### src/rtl/if_pkg.sv
// Shared widths, step size and entry types for the pipelined instruction-fetch stage.
package if_pkg;

  localparam int ADDR_W_DEF  = 32;
  localparam int INSTR_W_DEF = 32;
  localparam int PC_STEP     = 4;

  typedef enum logic {
    BR_REL = 1'b0,
    BR_ABS = 1'b1
  } br_mode_e;

  typedef struct packed {
    logic [ADDR_W_DEF-1:0]  pc;
    logic [INSTR_W_DEF-1:0] instr;
  } fetch_entry_t;

endpackage

### src/rtl/fetch_queue.sv
// Synchronous FIFO of {pc, instr} entries with flush; pointers carry an extra MSB
// so full and empty are distinguished without a separate counter.
module fetch_queue
  import if_pkg::*;
#(
  parameter int DEPTH = 4,
  parameter int W     = $bits(fetch_entry_t)
) (
  input  logic                   clk,
  input  logic                   rst_n,
  input  logic                   push,
  input  logic [W-1:0]           push_data,
  input  logic                   pop,
  input  logic                   flush,
  output logic [$clog2(DEPTH):0] count,
  output logic                   head_valid,
  output logic [W-1:0]           head
);

  localparam int AW = $clog2(DEPTH);

  logic [W-1:0] mem [DEPTH];
  logic [AW:0]  wr_ptr;
  logic [AW:0]  rd_ptr;
  logic         full;
  logic         empty;
  logic         do_push;
  logic         do_pop;

  assign count   = wr_ptr - rd_ptr;
  assign empty   = (wr_ptr == rd_ptr);
  assign full    = (wr_ptr[AW] != rd_ptr[AW]) && (wr_ptr[AW-1:0] == rd_ptr[AW-1:0]);
  assign do_push = push && !full && !flush;
  assign do_pop  = pop && !empty && !flush;

  always_ff @(posedge clk or negedge rst_n) begin
    if (!rst_n) begin
      wr_ptr <= '0;
      rd_ptr <= '0;
      for (int i = 0; i < DEPTH; i++) mem[i] <= '0;
    end else if (flush) begin
      wr_ptr <= '0;
      rd_ptr <= '0;
    end else begin
      if (do_push) begin
        mem[wr_ptr[AW-1:0]] <= push_data;
        wr_ptr              <= wr_ptr + 1'b1;
      end
      if (do_pop) rd_ptr <= rd_ptr + 1'b1;
    end
  end

  // Storage is cleared on reset so the head reads zero while reset is held.
  assign head_valid = !empty;
  assign head       = mem[rd_ptr[AW-1:0]];

endmodule

### src/rtl/if_stage_pipelined.sv
// Instruction-fetch stage: credit-limited prefetch from an in-order, variable-latency
// memory into a fetch queue, with branch redirect and wrong-path response discard.
module if_stage_pipelined
  import if_pkg::*;
#(
  parameter int                ADDR_W    = ADDR_W_DEF,
  parameter int                INSTR_W   = INSTR_W_DEF,
  parameter logic [ADDR_W-1:0] RESET_PC  = '0,
  parameter int                Q_DEPTH   = 4,
  parameter int                MAX_OUTST = 4
) (
  input  logic               clk,
  input  logic               rst,
  input  logic               br_taken,
  input  logic               br_abs,
  input  logic [ADDR_W-1:0]  br_pc,
  input  logic [ADDR_W-1:0]  br_offset,
  output logic               imem_req,
  output logic [ADDR_W-1:0]  imem_addr,
  input  logic               imem_gnt,
  input  logic               imem_rvalid,
  input  logic [INSTR_W-1:0] imem_rdata,
  output logic               out_valid,
  output logic [ADDR_W-1:0]  out_pc,
  output logic [INSTR_W-1:0] out_instr,
  input  logic               out_ready
);

  localparam int OW = $clog2(MAX_OUTST + 1);
  localparam int CW = $clog2(Q_DEPTH) + 1;
  localparam int SW = ((OW > CW) ? OW : CW) + 1;
  localparam int EW = ADDR_W + INSTR_W;

  logic [ADDR_W-1:0] fetch_pc;
  logic [ADDR_W-1:0] rsp_pc;
  logic [ADDR_W-1:0] br_target;
  logic [OW-1:0]     outst;
  logic [OW-1:0]     discard;
  logic [CW-1:0]     q_count;
  logic [SW-1:0]     credits_used;
  logic [EW-1:0]     q_head;
  logic              grant;
  logic              keep_rsp;
  logic              pop;
  br_mode_e          br_mode;

  assign br_mode = br_mode_e'(br_abs);

  always_comb begin
    br_target = {br_offset[ADDR_W-1:2], 2'b00};
    if (br_mode == BR_REL) br_target = br_pc + {br_offset[ADDR_W-3:0], 2'b00};
  end

  // Responses still owed to the queue hold a slot each; discarded ones do not.
  assign credits_used = SW'(q_count) + SW'(outst) - SW'(discard);

  assign imem_req  = rst && !br_taken && (outst < OW'(MAX_OUTST)) &&
                     (credits_used < SW'(Q_DEPTH));
  assign imem_addr = fetch_pc;
  assign grant     = imem_req && imem_gnt;
  assign keep_rsp  = imem_rvalid && !br_taken && (discard == '0);
  assign pop       = out_valid && out_ready;

  always_ff @(posedge clk or negedge rst) begin
    if (!rst) begin
      fetch_pc <= RESET_PC;
      rsp_pc   <= RESET_PC;
      outst    <= '0;
      discard  <= '0;
    end else begin
      if (br_taken) begin
        fetch_pc <= br_target;
        rsp_pc   <= br_target;
        discard  <= outst - OW'(imem_rvalid);
      end else begin
        if (grant) fetch_pc <= fetch_pc + ADDR_W'(PC_STEP);
        if (keep_rsp) rsp_pc <= rsp_pc + ADDR_W'(PC_STEP);
        if (imem_rvalid && (discard != '0)) discard <= discard - OW'(1);
      end
      outst <= outst + OW'(grant) - OW'(imem_rvalid);
    end
  end

  fetch_queue #(
    .DEPTH (Q_DEPTH),
    .W     (EW)
  ) u_fq (
    .clk        (clk),
    .rst_n      (rst),
    .push       (keep_rsp),
    .push_data  ({rsp_pc, imem_rdata}),
    .pop        (pop),
    .flush      (br_taken),
    .count      (q_count),
    .head_valid (out_valid),
    .head       (q_head)
  );

  assign out_pc    = q_head[EW-1:INSTR_W];
  assign out_instr = q_head[INSTR_W-1:0];

endmodule

### config.mk
export PLATFORM = sky130hd
export DESIGN_NAME = if_stage_pipelined
export DESIGN_NICKNAME = d
export VERILOG_FILES = /design/src/rtl/if_pkg.sv /design/src/rtl/fetch_queue.sv /design/src/rtl/if_stage_pipelined.sv
export SDC_FILE = /design/constraint.sdc
export NUM_CORES = 1
export LEC_CHECK = 0
export CAP_MARGIN = 20
export CORE_UTILIZATION = 50
export CTS_CLUSTER_SIZE = 40
export DETAILED_ROUTE_END_ITERATION = 10
export PLACE_DENSITY = 0.75
export SETUP_SLACK_MARGIN = 0.5
export SKIP_LAST_GASP = 1
export SLEW_MARGIN = 20
export SYNTH_ARGS = -nofsm -noshare
export SYNTH_HDL_FRONTEND = slang
export SYNTH_SLANG_ARGS = --single-unit
### constraint.sdc
create_clock -name clk -period 3.5 [get_ports clk]
set_clock_uncertainty 0.1 [all_clocks]
set_input_delay 0.7 -clock clk [delete_from_list [all_inputs] [get_ports clk]]
set_output_delay 0.7 -clock clk [all_outputs]
set_load 0.01 [all_outputs]
==> impl_results.rst, run 1 <==
.. list-table::
   :header-rows: 1

   * - Metric
     - Value
   * - Result of the run
     - complete, but fails checks
   * - Violations in the final reports
     - setup timing
   * - Number of cells after detailed placement
     - 2168
   * - Die area
     - 36300 um2
   * - Worst Setup End Kind
     - output pin
   * - Via count
     - 13400
   * - Antenna-violating nets left
     - 0
   * - Clock buffers created by TritonCTS
     - 34
   * - Chain of cells forming the critical path
     - ha_4 > fa_2 > xnor2_2 > fa_1 > ha_4 > or3_4 > and3_4 > a21boi_2 > buf_4 > buf_6
   * - Congestion Overflow GR
     - 0
   * - Wire length of the first global-routing pass
     - 72300 um
   * - Met3 usage in global routing
     - 4.03%
   * - CP max FO
     - 3
   * - Largest incremental delay on the critical path
     - 0.54 ns
   * - Most frequent cells in the layout
     - 330 x dfrtp_1, 228 x mux2_2, 137 x clkdlybuf4s50_1, 94 x buf_4, 92 x nand2_1
   * - Worst Slack Setup Final
     - -0.729 ns
   * - Number of antenna violations at the first check in global routing
     - 0
   * - Maximum number of pins on one net before global-route repair
     - 143
   * - P per Cell Area
     - 622 nW/um2
   * - Critical path data required time
     - 2.70 ns
   * - Latest clock arrival within the worst-skew pair
     - 0.52 ns
   * - Share of flip-flops with an asynchronous set or reset
     - 100%
   * - Max-cap viol count
     - 0
   * - Syn_nets
     - 1661
   * - Clock sinks
     - 332
   * - Drt pass-1 iters
     - 6
   * - Fraction of met2 tracks used by global routing
     - 42.4%
   * - Startpoint of the lowest-slack register-to-register path
     - u_fq.rd_ptr[0]
   * - Non-filler cells in the finished layout
     - 2257
   * - Buffer depth of the longest clock path
     - 3
   * - Final setup violation count
     - 33
   * - Weighted congestion reported at the end of routability-driven placement
     - 0.886
   * - Type of the setup path with the least slack
     - register to output pin
   * - Detailed router's first-iteration violation count
     - 970
   * - ANT cells
     - 0
   * - DR WL/cell
     - 21.3 um
   * - GR Layer Usage met1
     - 33.4%
   * - Slowest cell on the critical path
     - fa_1
   * - Global-route layer with the greatest usage
     - met2
   * - Core area
     - 34800 um2
   * - Wire length reported by the detailed router
     - 48200 um
   * - Count of standard-cell rows
     - 68
   * - Master cell of the clock root buffer
     - clkbuf_16
   * - Ratio of cells with drive above 1 in the final layout
     - 31.3%
   * - Transition time at the pin with the least slew margin
     - 0.913 ns
   * - Die span in y
     - 191 um
   * - Crit start category
     - register
   * - Worst IR Drop VDD
     - 0.459 mV
   * - Min-Delay Path Class
     - input pin to asynchronous set/reset pin
   * - Quantity of I/O buffers inserted on ports
     - 200
   * - FF-to-FF path depth
     - 13
   * - Leakage dissipation
     - 10.9 nW
   * - Headroom to the max-slew limit
     - 39.1%
   * - Peak clock frequency supported by timing
     - 236 MHz
   * - Synth cell types
     - 79
   * - Placed wire-length estimate
     - 31400 um
   * - Time the final worst path needs with I/O delays and setup
     - 4.23 ns
   * - Average via count per standard cell
     - 5.96
   * - Aggregate global-route resource usage
     - 25.2%
   * - TritonCTS clock tree
     - built
   * - Total number of yosys warnings
     - 0
   * - Number of design rule violations left after detail routing
     - 0
   * - Width of the die
     - 191 um
   * - Vias in the first global route
     - 13900
   * - Critical path's most frequent cell
     - ha_4
   * - Cell class contributing the biggest share of worst-path delay
     - adder cells
   * - Combined buffer and inverter count along the critical path
     - 2
   * - Slew Limit Fails
     - 0
   * - Overall Power
     - 0.0143 W
   * - Sequential element share of the synthesized area
     - 46.7%
   * - Number of instances in the synthesized netlist
     - 1506
   * - Area added between synthesis and finish
     - 29.5%
   * - Number of top-level pins
     - 201
   * - Clock Pin Slew Worst Setup and Hold Paths
     - 0.06 ns
   * - Post-route clock period utilization
     - 121%
   * - Average size of a mapped cell
     - 11.8 um2
   * - Signal arrival time at the worst endpoint
     - 3.43 ns
   * - Most common library cell in the layout ignoring fill and taps
     - dfrtp_1
   * - Initial cell density of the core
     - 51.1%
   * - Total of flip-flops plus latches after synthesis
     - 332
   * - Count of flip-flops with a built-in enable after synthesis
     - 0
   * - Slack of the worst reg-to-reg path
     - -0.66 ns
   * - Primary flip-flop cell chosen by synthesis mapping
     - dfrtp_1
   * - Post-Syn Area
     - 17800 um2
   * - End of the worst register-to-register path
     - imem_addr[28]
   * - Count of endpoints failing hold in the final timing report
     - 0
   * - RSZ-0062 raised after global routing
     - true
   * - Net total in the final layout
     - 1933
   * - Number of levels in the clock H-tree
     - 2
[metal layers]
layer,share of wire (%),routed length [um]
met3,6.3,3010
met2,49,23400
met1,43,20500
met5,0,0
met4,2.5,1220
[flip-flops by register name (all words and copies together), names as in the netlist]
register,flops
imem_addr,32
u_fq.wr_ptr,3
outst,3
u_fq.mem,256
discard,3
rsp_pc,32
u_fq.rd_ptr,3
[cell families (layout without fill, tap and decap cells)]
| kind of cell | Yosys count | in the layout | synth area share (%) |
|---|---|---|---|
| AOI/OAI and AO/OA | 305 | 305 | 11.6 |
| xor gates and xnor gates | 51 | 51 | 2.51 |
| adders and majority gates | 52 | 52 | 3.87 |
| buffers and inverters | 126 | 422 | 2.74 |
| DFF | 332 | 332 | 46.7 |
| muxes | 304 | 304 | 23.3 |
| and+or+nand+nor | 336 | 336 | 9.29 |
[how the worst max path moves through the flow]
stage	from	end	slack [ns]	cells after the start
after floorplan	u_fq.wr_ptr[0]	imem_addr[28]	-0.10	13
after global placement	u_fq.rd_ptr[0]	imem_req	-0.58	10
after detailed placement	u_fq.rd_ptr[0]	imem_req	-0.56	10
after CTS	u_fq.rd_ptr[0]	imem_req	-0.74	10
after global routing	u_fq.rd_ptr[0]	imem_req	-0.79	10
final	u_fq.rd_ptr[0]	imem_req	-0.73	10
[power by group]
group          internal (W)  total (W)  leakage, nW  switching [W]
combinational       0.00299    0.00530         5.96        0.00230
clock               0.00233    0.00380        0.575        0.00147
sequential          0.00462    0.00521         4.39       0.000588
total               0.00994     0.0143         10.9        0.00436
[per-stage QoR]
stage / utilization, % / area (um2) / setup TNS [ns] / hold WS (ns) / setup slack, ns
after floorplan: - / 17900 / -0.294 / 0.304 / -0.105
after global placement: 60.2 / 20900 / -8.10 / 0.356 / -0.585
after detailed placement: 60.2 / 20900 / -9.85 / 0.368 / -0.561
after CTS: 63.6 / 22100 / -16.66 / 0.275 / -0.744
after global routing: 66.1 / 23000 / -8.23 / 0.318 / -0.790
final: 66.1 / 23000 / -5.78 / 0.269 / -0.729
[repair_timing]
item,in CTS,in global routing
setup buffers,0,19
hold buffers,0,0
setup endpoints to repair,339,372
cloned,0,10
pin swaps,3,24
gates resized for setup,10,158
endpoints found under the hold margin,0,0
[cell usage after synthesis (4+ instances only)]
master / number / share of area, %
a211oi_1: 10 / 0.42
a21boi_0: 9 / 0.38
a21o_1: 25 / 1.1
a21oi_1: 66 / 1.9
a22oi_1: 4 / 0.17
a31oi_1: 16 / 0.56
and2_1: 8 / 0.28
and3_1: 24 / 0.84
and4_1: 7 / 0.34
buf_1: 29 / 0.61
buf_2: 11 / 0.31
clkbuf_1: 47 / 0.99
dfrtp_1: 332 / 47
fa_1: 5 / 0.56
ha_1: 47 / 3.3
inv_1: 38 / 0.80
mux2_1: 5 / 0.32
mux2_2: 228 / 14
mux2i_1: 7 / 0.39
mux4_2: 64 / 8.1
nand2_1: 100 / 2.1
nand2b_1: 7 / 0.25
nand3_1: 31 / 0.87
nand3b_1: 4 / 0.17
nand4_1: 17 / 0.60
nor2_1: 71 / 1.5
nor2b_1: 7 / 0.25
nor3_1: 30 / 0.84
nor4_1: 4 / 0.14
o211ai_1: 7 / 0.30
o21a_1: 19 / 0.80
o21ai_0: 76 / 2.1
o22ai_1: 11 / 0.39
o31ai_1: 7 / 0.30
or2_2: 4 / 0.14
or3_1: 7 / 0.25
xnor2_1: 25 / 1.2
xor2_1: 26 / 1.3
[worst reg2reg max path, stage by stage, from the launching register on]
cell and delay, ns:
dfrtp_4 0.49, ha_4 0.17, fa_2 0.57, fa_1 0.42, inv_2 0.09, ha_4 0.20, and3b_1 0.19, or3_4 0.40
buf_4 0.15, a2111o_1 0.42, or3_4 0.43, a311oi_2 0.28, mux2i_1 0.11, nand2_1 0.08
[area by class of cell]
class,instances,area (um2)
fillers,2512,11800
clock buffers,51,1030
repair buffers,323,3400
clock inverters,9,148
flip-flops and latches,332,8310
well taps,455,569
multi-input cells,1048,9400
inverters,39,151
Note: power is estimated with default switching activity, not from simulation.
==> inputs of run 2 (changes only) <==
- CORE_UTILIZATION: 50 -> 30
- PLACE_DENSITY: 0.75 -> unset
==> run 2 against run 1 <==
- the flow still finishes with violations (setup timing)
- critical path depth unchanged
- register-to-register slack improved by 0.11 ns
- total power is 1.2% higher
- first-iteration DRC count fell by 30%
==> impl_results.rst, run 2 (synthesis results as in run 1) <==
.. list-table::
   :header-rows: 1

   * - Metric
     - Value
   * - Leakage dissipation
     - 10.6 nW
   * - Vias in the first global route
     - 13900
   * - Placed wire-length estimate
     - 35400 um
   * - Initial cell density of the core
     - 30.6%
   * - Congestion Overflow GR
     - 0
   * - Slew Limit Fails
     - 0
   * - Violations in the final reports
     - setup timing
   * - Fill cells
     - 5491
   * - TritonCTS clock tree
     - built
   * - Transition time at the pin with the least slew margin
     - 0.963 ns
   * - Weighted congestion reported at the end of routability-driven placement
     - 0.874
   * - Buffer depth of the longest clock path
     - 3
   * - Register with the most flip-flops
     - u_fq.mem
   * - Number of design rule violations left after detail routing
     - 0
   * - Number of top-level pins
     - 201
   * - Min-Delay Path Class
     - input pin to asynchronous set/reset pin
   * - Quantity of I/O buffers inserted on ports
     - 200
   * - Final Instance Area
     - 23500 um2
   * - Critical path data required time
     - 2.70 ns
   * - Wire length of the first global-routing pass
     - 80200 um
   * - Number of antenna violations at the first check in global routing
     - 1
   * - Average via count per standard cell
     - 5.13
   * - Detailed router's first-iteration violation count
     - 675
   * - Crit start category
     - register
   * - Aggregate global-route resource usage
     - 17.0%
   * - Most common library cell in the layout ignoring fill and taps
     - dfrtp_1
   * - CP max FO
     - 3
   * - Type of the setup path with the least slack
     - register to output pin
   * - Count of endpoints failing hold in the final timing report
     - 0
   * - Max-cap viol count
     - 0
   * - Register cell area after layout
     - 8310 um2
   * - Signal arrival time at the worst endpoint
     - 3.37 ns
   * - Most frequent cells in the layout
     - 330 x dfrtp_1, 228 x mux2_2, 137 x clkdlybuf4s50_1, 120 x buf_4, 92 x nand2_1
   * - Post-route clock period utilization
     - 119%
   * - Final setup violation count
     - 34
   * - Drt pass-1 iters
     - 5
   * - Wire length reported by the detailed router
     - 51300 um
   * - Clock sinks
     - 332
   * - Number of levels in the clock H-tree
     - 2
   * - Multi-input logic area
     - 9390 um2
   * - Antenna-violating nets left
     - 0
   * - Clock buffers created by TritonCTS
     - 38
   * - Latest clock arrival within the worst-skew pair
     - 0.54 ns
   * - Worst Slack Setup Final
     - -0.675 ns
   * - Result of the run
     - complete, but fails checks
   * - Count of standard-cell rows
     - 88
   * - Flip-flop count of the largest register, all copies and words added
     - 256
   * - Worst IR Drop VDD
     - 0.476 mV
   * - Overall Power
     - 0.0145 W
   * - Time the final worst path needs with I/O delays and setup
     - 4.17 ns
   * - Worst Setup End Kind
     - output pin
   * - Net total in the final layout
     - 1967
   * - P per Cell Area
     - 615 nW/um2
   * - Core area
     - 58100 um2
   * - Maximum number of pins on one net before global-route repair
     - 77
   * - Area added between synthesis and finish
     - 32.3%
   * - Width of the die
     - 245 um
   * - ANT cells
     - 0
   * - Via count
     - 13300
   * - Total negative slack
     - -9.79 ns
   * - Ratio of cells with drive above 1 in the final layout
     - 34.4%
   * - Die span in y
     - 245 um
   * - Post-detailed-placement cell area
     - 21500 um2
   * - Die area
     - 60200 um2
   * - Clock Pin Slew Worst Setup and Hold Paths
     - 0.06 ns
   * - RSZ-0062 raised after global routing
     - true
   * - Peak clock frequency supported by timing
     - 240 MHz
   * - DR WL/cell
     - 19.7 um
   * - Master cell of the clock root buffer
     - clkbuf_16
   * - Utilization after layout
     - 40.5%
   * - Headroom to the max-slew limit
     - 35.8%
run 2: timing repair:
| action | in CTS | in global routing |
|---|---|---|
| cloned | 6 | 1 |
| buffers inserted | 23 | 8 |
| resized for setup | 292 | 29 |
| hold buffers | 0 | 0 |
| pin swaps | 34 | 16 |
| setup endpoints to repair | 358 | 216 |
run 2: critical path, cell delays in order (launching register included):
cell and delay (ns):
dfrtp_4 0.48, ha_4 0.16, fa_2 0.35, xnor2_2 0.17, fa_1 0.56, ha_4 0.22, or3_4 0.33, and3_4 0.16
a21boi_2 0.15, buf_4 0.15, buf_6 0.11
run 2: routing by layer:
layer	global-route usage, %	up-vias	share of wire, %
met3	3.03	62	5.5
met4	4.15	2	1.8
met2	28.6	352	48
met5	0	-	0.025
met1	22.7	6732	45
li1	-	6200	-
run 2: final timing paths:
| kind | start | end | slack (ns) | cells after the start |
|---|---|---|---|---|
| min | rst | u_fq.mem[2] | 0.26 | 2 |
| min in group clk | u_fq.mem[167] | u_fq.mem[167] | 0.37 | 2 |
| max | u_fq.rd_ptr[0] | imem_req | -0.67 | 10 |
| max in group asynchronous | rst | u_fq.rd_ptr[0] | 1.49 | 3 |
| max reg2reg | u_fq.rd_ptr[0] | imem_addr[28] | -0.55 | 18 |
| min reg2reg | u_fq.mem[167] | u_fq.mem[167] | 0.37 | 2 |
run 2: layout make-up:
| cell class | instances | share of cell area, % |
|---|---|---|
| multi-input combinational | 1048 | 39.9 |
| clock buffer | 51 | 4.51 |
| tap | 765 | 4.07 |
| inverter | 39 | 0.644 |
| timing repair buffer | 353 | 14.9 |
| sequential | 332 | 35.3 |
| clock inverter | 13 | 0.660 |
run 2: stage by stage:
step                worst slack (ns)  hold WS [ns]  std cells
detailed placement            -0.653         0.366       2499
finish                        -0.675         0.262       2601
CTS                           -0.774         0.285       2592
global route                  -0.775         0.324       2601
global placement              -0.635         0.357       2499
floorplan                     -0.105         0.304       1506
run 2: power by group:
part           internal, W  switching (W)
sequential         0.00462       0.000570
clock              0.00235        0.00158
combinational      0.00302        0.00233
